`src/rtl/drive_pkg.sv`:
```
// Shared definitions for the drive controller: tracker codes, FSM states and
// the command-to-state mapping used both in normal running and on obstacle exit.
package drive_pkg;

  localparam logic [1:0] TRK_STOP  = 2'b00;
  localparam logic [1:0] TRK_LEFT  = 2'b01;
  localparam logic [1:0] TRK_RIGHT = 2'b10;
  localparam logic [1:0] TRK_FWD   = 2'b11;

  typedef enum logic [2:0] {
    ST_IDLE    = 3'd0,
    ST_FWD     = 3'd1,
    ST_LEFT    = 3'd2,
    ST_RIGHT   = 3'd3,
    ST_STOPPED = 3'd4,
    ST_OBST    = 3'd5
  } state_e;

  function automatic state_e map_track(input logic [1:0] trk);
    case (trk)
      TRK_FWD:   return ST_FWD;
      TRK_LEFT:  return ST_LEFT;
      TRK_RIGHT: return ST_RIGHT;
      default:   return ST_STOPPED;
    endcase
  endfunction

endpackage

```
`src/rtl/drive_controller_ramp.sv`:
```
// Per-wheel duty slew limiter: steps the actual duty toward the target once per
// PWM period, and drops it to zero immediately on an emergency request.
module duty_ramp #(
  parameter int PWM_BITS  = 10,
  parameter int RAMP_STEP = 64
) (
  input  logic                clk,
  input  logic                reset,
  input  logic                wrap_i,
  input  logic                force_zero_i,
  input  logic [PWM_BITS-1:0] target_i,
  output logic [PWM_BITS-1:0] actual_o
);

  localparam logic [PWM_BITS:0] STEP_X = (PWM_BITS+1)'(RAMP_STEP);

  logic [PWM_BITS-1:0] actual_q, actual_d;
  logic [PWM_BITS:0]   act_x, tgt_x, up_x;

  // One extra bit of headroom so neither the sum nor the difference wraps.
  assign act_x = {1'b0, actual_q};
  assign tgt_x = {1'b0, target_i};
  assign up_x  = act_x + STEP_X;

  // NOTE: every always_comb output gets a default first so no path leaves it
  // unassigned, which would otherwise infer a latch.
  always_comb begin
    actual_d = actual_q;
    if (force_zero_i) begin
      actual_d = '0;
    end else if (wrap_i) begin
      if (act_x < tgt_x) begin
        actual_d = (up_x > tgt_x) ? target_i : up_x[PWM_BITS-1:0];
      end else if (act_x > tgt_x) begin
        actual_d = ((act_x - tgt_x) > STEP_X) ? actual_q - STEP_X[PWM_BITS-1:0] : target_i;
      end
    end
  end

  // NOTE: state registers use non-blocking assignments so every flop samples
  // the pre-edge value of its inputs regardless of process ordering.
  always_ff @(posedge clk or posedge reset) begin
    if (reset) actual_q <= '0;
    else       actual_q <= actual_d;
  end

  assign actual_o = actual_q;

endmodule

```
`src/rtl/drive_controller.sv`:
```
// Motion sequencer: debounces the tracker command, selects per-wheel target
// duties from a small FSM, ramps them and generates the two motor PWM outputs.
module drive_controller
  import drive_pkg::*;
#(
  parameter int PWM_BITS     = 10,
  parameter int FWD_DUTY     = 900,
  parameter int TURN_FAST    = 900,
  parameter int TURN_SLOW    = 300,
  parameter int RAMP_STEP    = 64,
  parameter int DEBOUNCE     = 4,
  parameter int CLEAR_CYCLES = 1000
) (
  input  logic       clk,
  input  logic       reset,
  input  logic       enable,
  input  logic [1:0] track_state,
  input  logic       obstacle,
  output logic       left_pwm,
  output logic       right_pwm,
  output logic [2:0] ctrl_state
);

  localparam int DW = $clog2(DEBOUNCE + 1);
  localparam int CW = $clog2(CLEAR_CYCLES + 1);
  localparam logic [DW-1:0] DEB_MAX   = DW'(DEBOUNCE);
  localparam logic [CW-1:0] CLR_LAST  = CW'(CLEAR_CYCLES - 1);
  localparam logic [PWM_BITS-1:0] D_FWD  = PWM_BITS'(FWD_DUTY);
  localparam logic [PWM_BITS-1:0] D_FAST = PWM_BITS'(TURN_FAST);
  localparam logic [PWM_BITS-1:0] D_SLOW = PWM_BITS'(TURN_SLOW);

  logic [1:0]          cand_q, cmd_q, cmd_d;
  logic [DW-1:0]       deb_q, deb_d;
  logic [CW-1:0]       clr_q, clr_d;
  state_e              state_q, state_d;
  logic [PWM_BITS-1:0] cnt_q;
  logic [PWM_BITS-1:0] left_tgt, right_tgt, left_duty, right_duty;
  logic                left_pwm_q, right_pwm_q, wrap, force_zero;

  // Debounce: the commit looks at the incoming sample so DEBOUNCE=1 commits at once.
  always_comb begin
    deb_d = (track_state != cand_q) ? DW'(1) : (deb_q == DEB_MAX) ? deb_q : deb_q + DW'(1);
    cmd_d = (deb_d == DEB_MAX) ? track_state : cmd_q;
  end

  always_comb begin
    state_d = state_q;
    clr_d   = clr_q;
    if (!enable) begin
      state_d = ST_IDLE;
      clr_d   = '0;
    end else if (obstacle) begin
      state_d = ST_OBST;
      clr_d   = '0;
    end else if (state_q == ST_OBST) begin
      if (clr_q == CLR_LAST) begin
        state_d = map_track(cmd_q);
        clr_d   = '0;
      end else begin
        clr_d = clr_q + CW'(1);
      end
    end else begin
      state_d = map_track(cmd_q);
    end
  end

  always_comb begin
    left_tgt  = '0;
    right_tgt = '0;
    case (state_q)
      ST_FWD:   begin left_tgt = D_FWD;  right_tgt = D_FWD;  end
      ST_LEFT:  begin left_tgt = D_SLOW; right_tgt = D_FAST; end
      ST_RIGHT: begin left_tgt = D_FAST; right_tgt = D_SLOW; end
      default:  ;
    endcase
  end

  // Zeroing keys off the next state so duties are already 0 on the edge that enters OBST/IDLE.
  assign force_zero = (state_d == ST_OBST) || (state_d == ST_IDLE);
  assign wrap       = (cnt_q == '1);

  always_ff @(posedge clk or posedge reset) begin
    if (reset) begin
      cand_q      <= TRK_STOP;
      cmd_q       <= TRK_STOP;
      deb_q       <= '0;
      clr_q       <= '0;
      state_q     <= ST_IDLE;
      cnt_q       <= '0;
      left_pwm_q  <= 1'b0;
      right_pwm_q <= 1'b0;
    end else begin
      cand_q      <= track_state;
      cmd_q       <= cmd_d;
      deb_q       <= deb_d;
      clr_q       <= clr_d;
      state_q     <= state_d;
      cnt_q       <= cnt_q + PWM_BITS'(1);
      left_pwm_q  <= (cnt_q < left_duty);
      right_pwm_q <= (cnt_q < right_duty);
    end
  end

  duty_ramp #(.PWM_BITS(PWM_BITS), .RAMP_STEP(RAMP_STEP)) u_left_ramp (
    .clk(clk), .reset(reset), .wrap_i(wrap), .force_zero_i(force_zero),
    .target_i(left_tgt), .actual_o(left_duty)
  );

  duty_ramp #(.PWM_BITS(PWM_BITS), .RAMP_STEP(RAMP_STEP)) u_right_ramp (
    .clk(clk), .reset(reset), .wrap_i(wrap), .force_zero_i(force_zero),
    .target_i(right_tgt), .actual_o(right_duty)
  );

  assign left_pwm   = left_pwm_q;
  assign right_pwm  = right_pwm_q;
  assign ctrl_state = state_q;

endmodule
```
`config.mk`:
```
export PLATFORM = sky130hd
export DESIGN_NAME = drive_controller
export DESIGN_NICKNAME = d
export VERILOG_FILES = /design/src/rtl/drive_pkg.sv /design/src/rtl/drive_controller_ramp.sv /design/src/rtl/drive_controller.sv
export SDC_FILE = /design/constraint.sdc
export NUM_CORES = 1
export LEC_CHECK = 0
export CAP_MARGIN = 40
export CELL_PAD_IN_SITES_DETAIL_PLACEMENT = 1
export CELL_PAD_IN_SITES_GLOBAL_PLACEMENT = 1
export CORE_AREA = 2 2 100 102
export CTS_BUF_LIST = sky130_fd_sc_hd__clkbuf_4 sky130_fd_sc_hd__clkbuf_8
export DETAILED_ROUTE_END_ITERATION = 7
export DIE_AREA = 0 0 102 104
export HOLD_SLACK_MARGIN = 0.06
export PLACE_DENSITY = 0.73
export SYNTH_ARGS = -nofsm -noshare
export SYNTH_HDL_FRONTEND = slang
export SYNTH_SLANG_ARGS = --single-unit
```
`constraint.sdc`:
```
create_clock -name clk -period 3.73 [get_ports clk]
set_clock_uncertainty 0.1 [all_clocks]
set_input_delay 0.746 -clock clk [delete_from_list [all_inputs] [get_ports clk]]
set_output_delay 0.746 -clock clk [all_outputs]
set_load 0.02 [all_outputs]
```
== Word-level counts from Yosys, hierarchy flattened ==
Cells that the tools add are included.
Operators by class
  equal/unequal tests: 14
  muxes and demuxes: 25
  reductions and logical operators: 9
  add/sub/neg operators: 9
  order comparisons: 10
Operator list (number)
  10-bit two-way mux: 16
  10-bit less-than comparator: 4
  10-bit case mux with 2 select lines: 2
  10-bit by 7-bit adder with 11-bit output, second input constant: 2
  11-bit by 10-bit > comparator with 1-bit output: 2
  11-bit by 7-bit > comparator with 1-bit output, second input constant: 2
  10-bit by 10-bit subtractor with 11-bit output: 2
  10-bit by 1-bit adder with 10-bit output, second input constant: 2
  10-bit == test, second input constant: 2
  10-bit > comparator: 2
  10-bit by 7-bit subtractor with 10-bit output, second input constant: 2
  3-bit two-way mux: 6
  3-bit == test, second input constant: 4
  3-bit case mux with 3 select lines: 1
  3-bit by 2-bit == test with 1-bit output, second input constant: 2
  3-bit nonzero test: 2
  2-bit == test, second input constant: 2
  2-bit AND reduction: 2
  2-bit OR reduction: 2
  3-bit by 1-bit adder with 3-bit output, second input constant: 1
  3-bit by 1-bit == test with 1-bit output, second input constant: 1
  3-bit zero test: 1
  3-bit by 1-bit != test with 1-bit output, second input constant: 1
  2-bit by 1-bit == test with 1-bit output, second input constant: 1
  other kinds (3): 3
Storage, ports and cells
  output and inout bits: 5
  input bits: 6
  register bits after elaboration: 52

== Longest topological paths before layout ==
  depth in word-level cells: 10
  gate-level depth with buffers: 12

== Cells and area by module ==
A second synthesis with hierarchy kept.
Unflattened totals
  cells, all modules: 525
  area total of the unflattened synthesis: 4705.8 um^2
By module, submodules not included
  drive_controller: area each 2045.7 um^2, cells an instance 203, times used 1
  duty_ramp (u_right_ramp): area each 1332.5 um^2, cells an instance 159, times used 1
  duty_ramp (u_left_ramp): area each 1327.5 um^2, cells an instance 163, times used 1

== Least setup slack after synthesis ==
OpenSTA, ideal clock, no wires.
  path type: register to register
  start point: reg state_q[0] (netlist: ctrl_state[0])
  end point: reg u_left_ramp.actual_q[7] (netlist: u_left_ramp.actual_o[7])
  buffers on the path: 1
  setup slack: 0.478 ns
  arrival: 3.031 ns
  clock period less this slack: 3.252 ns
  setup time: 0.121 ns
  stages on the path, launching flop included: 12
  cell sequence: dfrtp_1 > buf_2 > nor3b_1 > inv_1 > ha_1 > nor2b_1 > o311a_1 > nor3_1 > o21ai_1 > or4_1 > o311a_1 > a22o_1
Between the ends
  word-level cells in the longest chain between the ends: 10
  elaborated cells on any way between the ends: 27
RTL lines
  start, declared: RTL line drive_controller.sv:35  | state_e state_q, state_d;
  start signal, assigned: RTL line drive_controller.sv:97  | state_q <= state_d;
  3-bit by 2-bit == test with 1-bit output or 3-bit by 1-bit == test with 1-bit output (tied branches): RTL line drive_controller.sv:70  | case (state_q)
  2-bit OR reduction (no source line)
  10-bit case mux with 2 select lines: RTL line drive_controller.sv:70
  10-bit by 10-bit subtractor with 11-bit output: RTL line drive_controller_ramp.sv:35  | actual_d = ((act_x - tgt_x) > STEP_X) ? actual_q - STEP_X[PWM_BITS-1:0] : target_i;
  11-bit by 7-bit > comparator with 1-bit output: RTL line drive_controller_ramp.sv:35
  10-bit two-way mux: RTL line drive_controller_ramp.sv:35
  10-bit two-way mux: RTL line drive_controller_ramp.sv:34  | end else if (act_x > tgt_x) begin
  10-bit two-way mux: RTL line drive_controller_ramp.sv:32  | if (act_x < tgt_x) begin
  10-bit two-way mux: RTL line drive_controller_ramp.sv:31  | end else if (wrap_i) begin
  10-bit two-way mux: RTL line drive_controller_ramp.sv:29  | if (force_zero_i) begin
  end signal, assigned: RTL line drive_controller_ramp.sv:44  | else actual_q <= actual_d;
  end, declared: RTL line drive_controller_ramp.sv:17  | logic [PWM_BITS-1:0] actual_q, actual_d;
Several ways; a longest one is shown, not always the timed one. The select of a mux whose other input is x is not followed.
A chain may end at the register's enable or synchronous reset.

== Worst setup path after layout ==
  start point: reg state_q[2] (netlist: ctrl_state[2])
  end point: reg u_left_ramp.actual_q[7] (netlist: u_left_ramp.actual_o[7])
The elaborated chain is that of the path after synthesis.

==> results.md <==
- Setup violations remaining at the end of the flow were counted as 0.
- Counting I/O delays and the setup requirement, the final critical path takes between 3 and 4 ns.
- In the final routed layout, each cell accounts on average for 16.6 µm.
- The cell area after synthesis is between 3000 and 4000 µm².
- Max-cap violations in this run came to 0.
- The number of port buffers is 10.
- The placed instance area is 4060 µm².
- The post-synth net total is roughly 470.
- The placeable core region is 9550 µm².
- The die outline area is between 10000 and 15000 µm².
- TritonCTS built the clock tree.
- The setup total negative slack is 0 ns.
- For this run, global-route usage on met1 was measured as 0.246.
- For the worst-skew pair, the clock arrives at the later sink with an insertion delay of approximately 0.31 ns.
- In this run the power density over the cells is 444 nW/µm².
- Yosys mapped the design onto 70 distinct sky130hd cell types.
- Data arrives at the worst endpoint at around 3.5 ns.
- The routed design has between 9 and 10 mm of wire.
- Counting flops with an async set or reset pin after synthesis yields a share of 1.00.
- The flow ran to the end, and the final reports show no timing, DRC or antenna violations.
- Setup repair after global routing left no endpoint under its margin.
- The longest individual stage delay on the worst path is between 0.5 and 0.6 ns.
- Of the cells placed in the final design, the portion with a size suffix greater than 1 is 0.0776.
- The peak fanout along the critical path is 6.
- The launching element type of the critical path is a register.
- The path class of the tightest hold or removal check is reg -> reg.
- The worst supply voltage drop on vdd is 0.194 mV.
- The multi-input logic area is between 2000 and 2500 µm².
- The total instance count after detailed placement is about 560.
- The number of enable flip-flop cells after synthesis is 0.
- The number of H-tree levels is 2.
- The layer carrying the most global-route usage is met2.
- Once detail routing completed, the nets flagged for antenna violations numbered 0.
- At the end of the flow, the number of nets in the layout was 490.
- Of all cell types, the one taking the most synthesized area is sky130_fd_sc_hd__dfrtp_1.
- Derived from the worst setup path, the maximum achievable clock frequency is approximately 300 MHz.
- The clock passes through at most 2 buffers.
- Dividing the final minimum period by the clock period gives 0.905.
- The number of ports placed on the die boundary is 11.
- For this design the static power due to leakage is about 0.0018 µW.
- The register cell area after layout is 1100 µm².
- The antenna diode instance count is 0.
- The wire-length estimate of the detail-placed layout is ~7.6 mm.
- The detailed router's first-iteration violation count is 70.
- The cell with the most instances after synthesis is sky130_fd_sc_hd__dfrtp_1.
- Data on the critical path is required at its endpoint by approximately 3.8 ns.
- After synthesis, the most frequently instantiated cells are sky130_fd_sc_hd__dfrtp_1 (44), sky130_fd_sc_hd__ha_1 (43), sky130_fd_sc_hd__o21ai_0 (35).
- The residual overflow from global routing is 0.
- The headroom to the max-slew limit is 0.564.
- Traced cell by cell, the critical path runs through buf_4, nor3b_1, buf_4, inv_1, ha_1, nand2b_1, a2111oi_0, o21ai_0, a32oi_1, buf_4, nor2_1, o311a_1, a22o_1.
- The average instance in the mapped netlist occupies between 8 and 9 µm².
- The final number of max-transition violations is 0.
- The y dimension of the die is 104 µm.
- The proportion of synthesized chip area in sequential cells is 0.293.
- The number of hold violations in the final report was 0.
- The wire length of the first global-routing pass is between 15 and 20 mm.
- For met3 alone, demand over resource in global routing was 0.0242.
- The number of instances in the synthesized netlist is ~420.
- The largest net degree at the start of global routing is 30.
- The TritonCTS sink count is 44.
- Counting the fill cells in the layout gives ~1200.
- The synthesized design contains 44 register bits.
- The share of synthesized area in the top cell type comes to 0.293.
- In the post-synthesis netlist, the biggest area contributors are sky130_fd_sc_hd__dfrtp_1 (29%), sky130_fd_sc_hd__ha_1 (14%), sky130_fd_sc_hd__o21ai_0 (4.7%).
- In this run the horizontal extent of the chip is ~100 µm.
- Compared with the post-synthesis result, the final layout area differs by 10.7%.
- The vias per cell is between 5 and 6.
- After detailed routing, the number of remaining DRC violations is 0.
- The number of global-route vias before repair was between 3000 and 4000.
- For this run, global-route usage on met2 was measured as 0.325.
- The number of clock buffers added by TritonCTS is 5.
- The cell at the root of the clock tree is sky130_fd_sc_hd__clkbuf_8.
- The start-to-end type of the worst setup path is reg -> reg.
- The post-route non-filler standard cell count is 571.
- Across all layers, the routed design uses about 3200 vias.
- The initial antenna violation count came to 0.
- At the pin with the least slew margin, the transition time is 0.650 ns.
- The floorplan has 36 rows.
- The total number of yosys warnings is 0.
- The design area is between 4000 and 5000 µm².
- Counting stages on the worst path, the most repeated cell is sky130_fd_sc_hd__buf_4.
- The standard cell with the maximum stage delay on the critical path is sky130_fd_sc_hd__a2111oi_0.
- The number of iterations in the first detailed-routing pass is 4.
- The clock transition at the registers of the reported paths is approximately 0.10 ns.
- The overall track demand over capacity in global routing is 0.186.
- The congestion estimate from routability-driven global placement came to between 0.8 and 0.9.
- For this design, the CTS-stage hold fixing added 0 buffers.
- The predominant post-synthesis flop cell is sky130_fd_sc_hd__dfrtp_1.
- For this configuration, the core starts out at a cell density of 0.393.
- The type of destination of the critical path is a register.
[critical path, delay by kind of cell, from the launching register on]
family | cells | cell delay, ns
and+or+nand+nor | 3 | 0.39
DFF | 1 | 0.45
buffers and inverters | 4 | 0.63
AOI/OAI and AO/OA | 5 | 1.48
adders and majority gates | 1 | 0.21
[worst paths after layout]
path,startpoint,end,slack [ns],depth (start not counted)
worst max register to register,ctrl_state[2],u_left_ramp.actual_o[7],0.36,13
worst max-delay path,ctrl_state[2],u_left_ramp.actual_o[7],0.36,13
min in group asynchronous,reset,clr_q[5],0.61,2
worst min-delay path,cnt_q[0],cnt_q[0],0.38,1
max in group asynchronous,reset,cnt_q[3],2.43,3
worst min register to register,cnt_q[0],cnt_q[0],0.38,1
[state kept, by name, summed over array words and instances, names as in the netlist]
signal,count
u_left_ramp.actual_o,6
cand_q,2
left_pwm,1
deb_q,3
clr_q,10
cmd_q,2
ctrl_state,3
u_right_ramp.actual_o,6
right_pwm,1
cnt_q,10
[placed cells by master (no fill, tap or decap), drive strengths merged, types with 6 or more instances in the layout]
cell / n
dfrtp: 44
ha: 43
o21ai: 38
inv: 37
nor2: 25
nand2: 22
nand3: 20
a21oi: 19
xnor2: 18
xor2: 13
clkdlybuf4s50: 10
buf: 10
nor3: 9
nand2b: 8
nor2b: 7
a31oi: 7
and3: 6
o21a: 6
[power by group]
| group | leakage, µW | switching (µW) | internal (µW) |
|---|---|---|---|
| clock network | 0.0000491 | 186 | 138 |
| registers | 0.000585 | 29.5 | 500 |
| logic | 0.00119 | 596 | 396 |
| total | 0.00182 | 811 | 1030 |
[through the flow]
stage / hold WS (ns) / setup slack [ns] / util / power, µW
6_report: 0.378 / 0.355 / 0.435 / 1850
5_1_grt: 0.413 / 0.116 / 0.435 / 1980
2_1_floorplan: 0.342 / 0.478 / - / 1250
3_3_place_gp: 0.365 / 0.245 / 0.423 / 1480
4_1_cts: 0.388 / 0.0850 / 0.435 / 1860
3_5_place_dp: 0.374 / 0.119 / 0.425 / 1520
[logic make-up after synthesis]
kind of cell | after synthesis | synth area share
simple gates | 128 | 0.186
buf+inv | 44 | 0.0486
mux | 4 | 0.0113
xor+xnor | 31 | 0.0743
compound gates | 119 | 0.216
fa+ha+maj | 49 | 0.170
flops | 44 | 0.293
[per-layer routing]
metal,part of all wire,vias up
met5,0,-
met4,0.0063,0
met3,0.022,6
met2,0.52,34
met1,0.45,1590
li1,-,1565
[timing repair]
item | in CTS | in global routing
setup buffers | 0 | 0
setup endpoints to repair | 0 | 8
resized for setup | 0 | 1
[layout make-up]
class / instances / area share
well taps: 133 / 0.0400
multi-input cells: 331 / 0.595
clock inverters: 3 / 0.00632
repair buffers: 20 / 0.0452
clock buffers: 5 / 0.0166
inverters: 35 / 0.0316
flip-flops and latches: 44 / 0.265
Power figures use the tool's default switching activity.
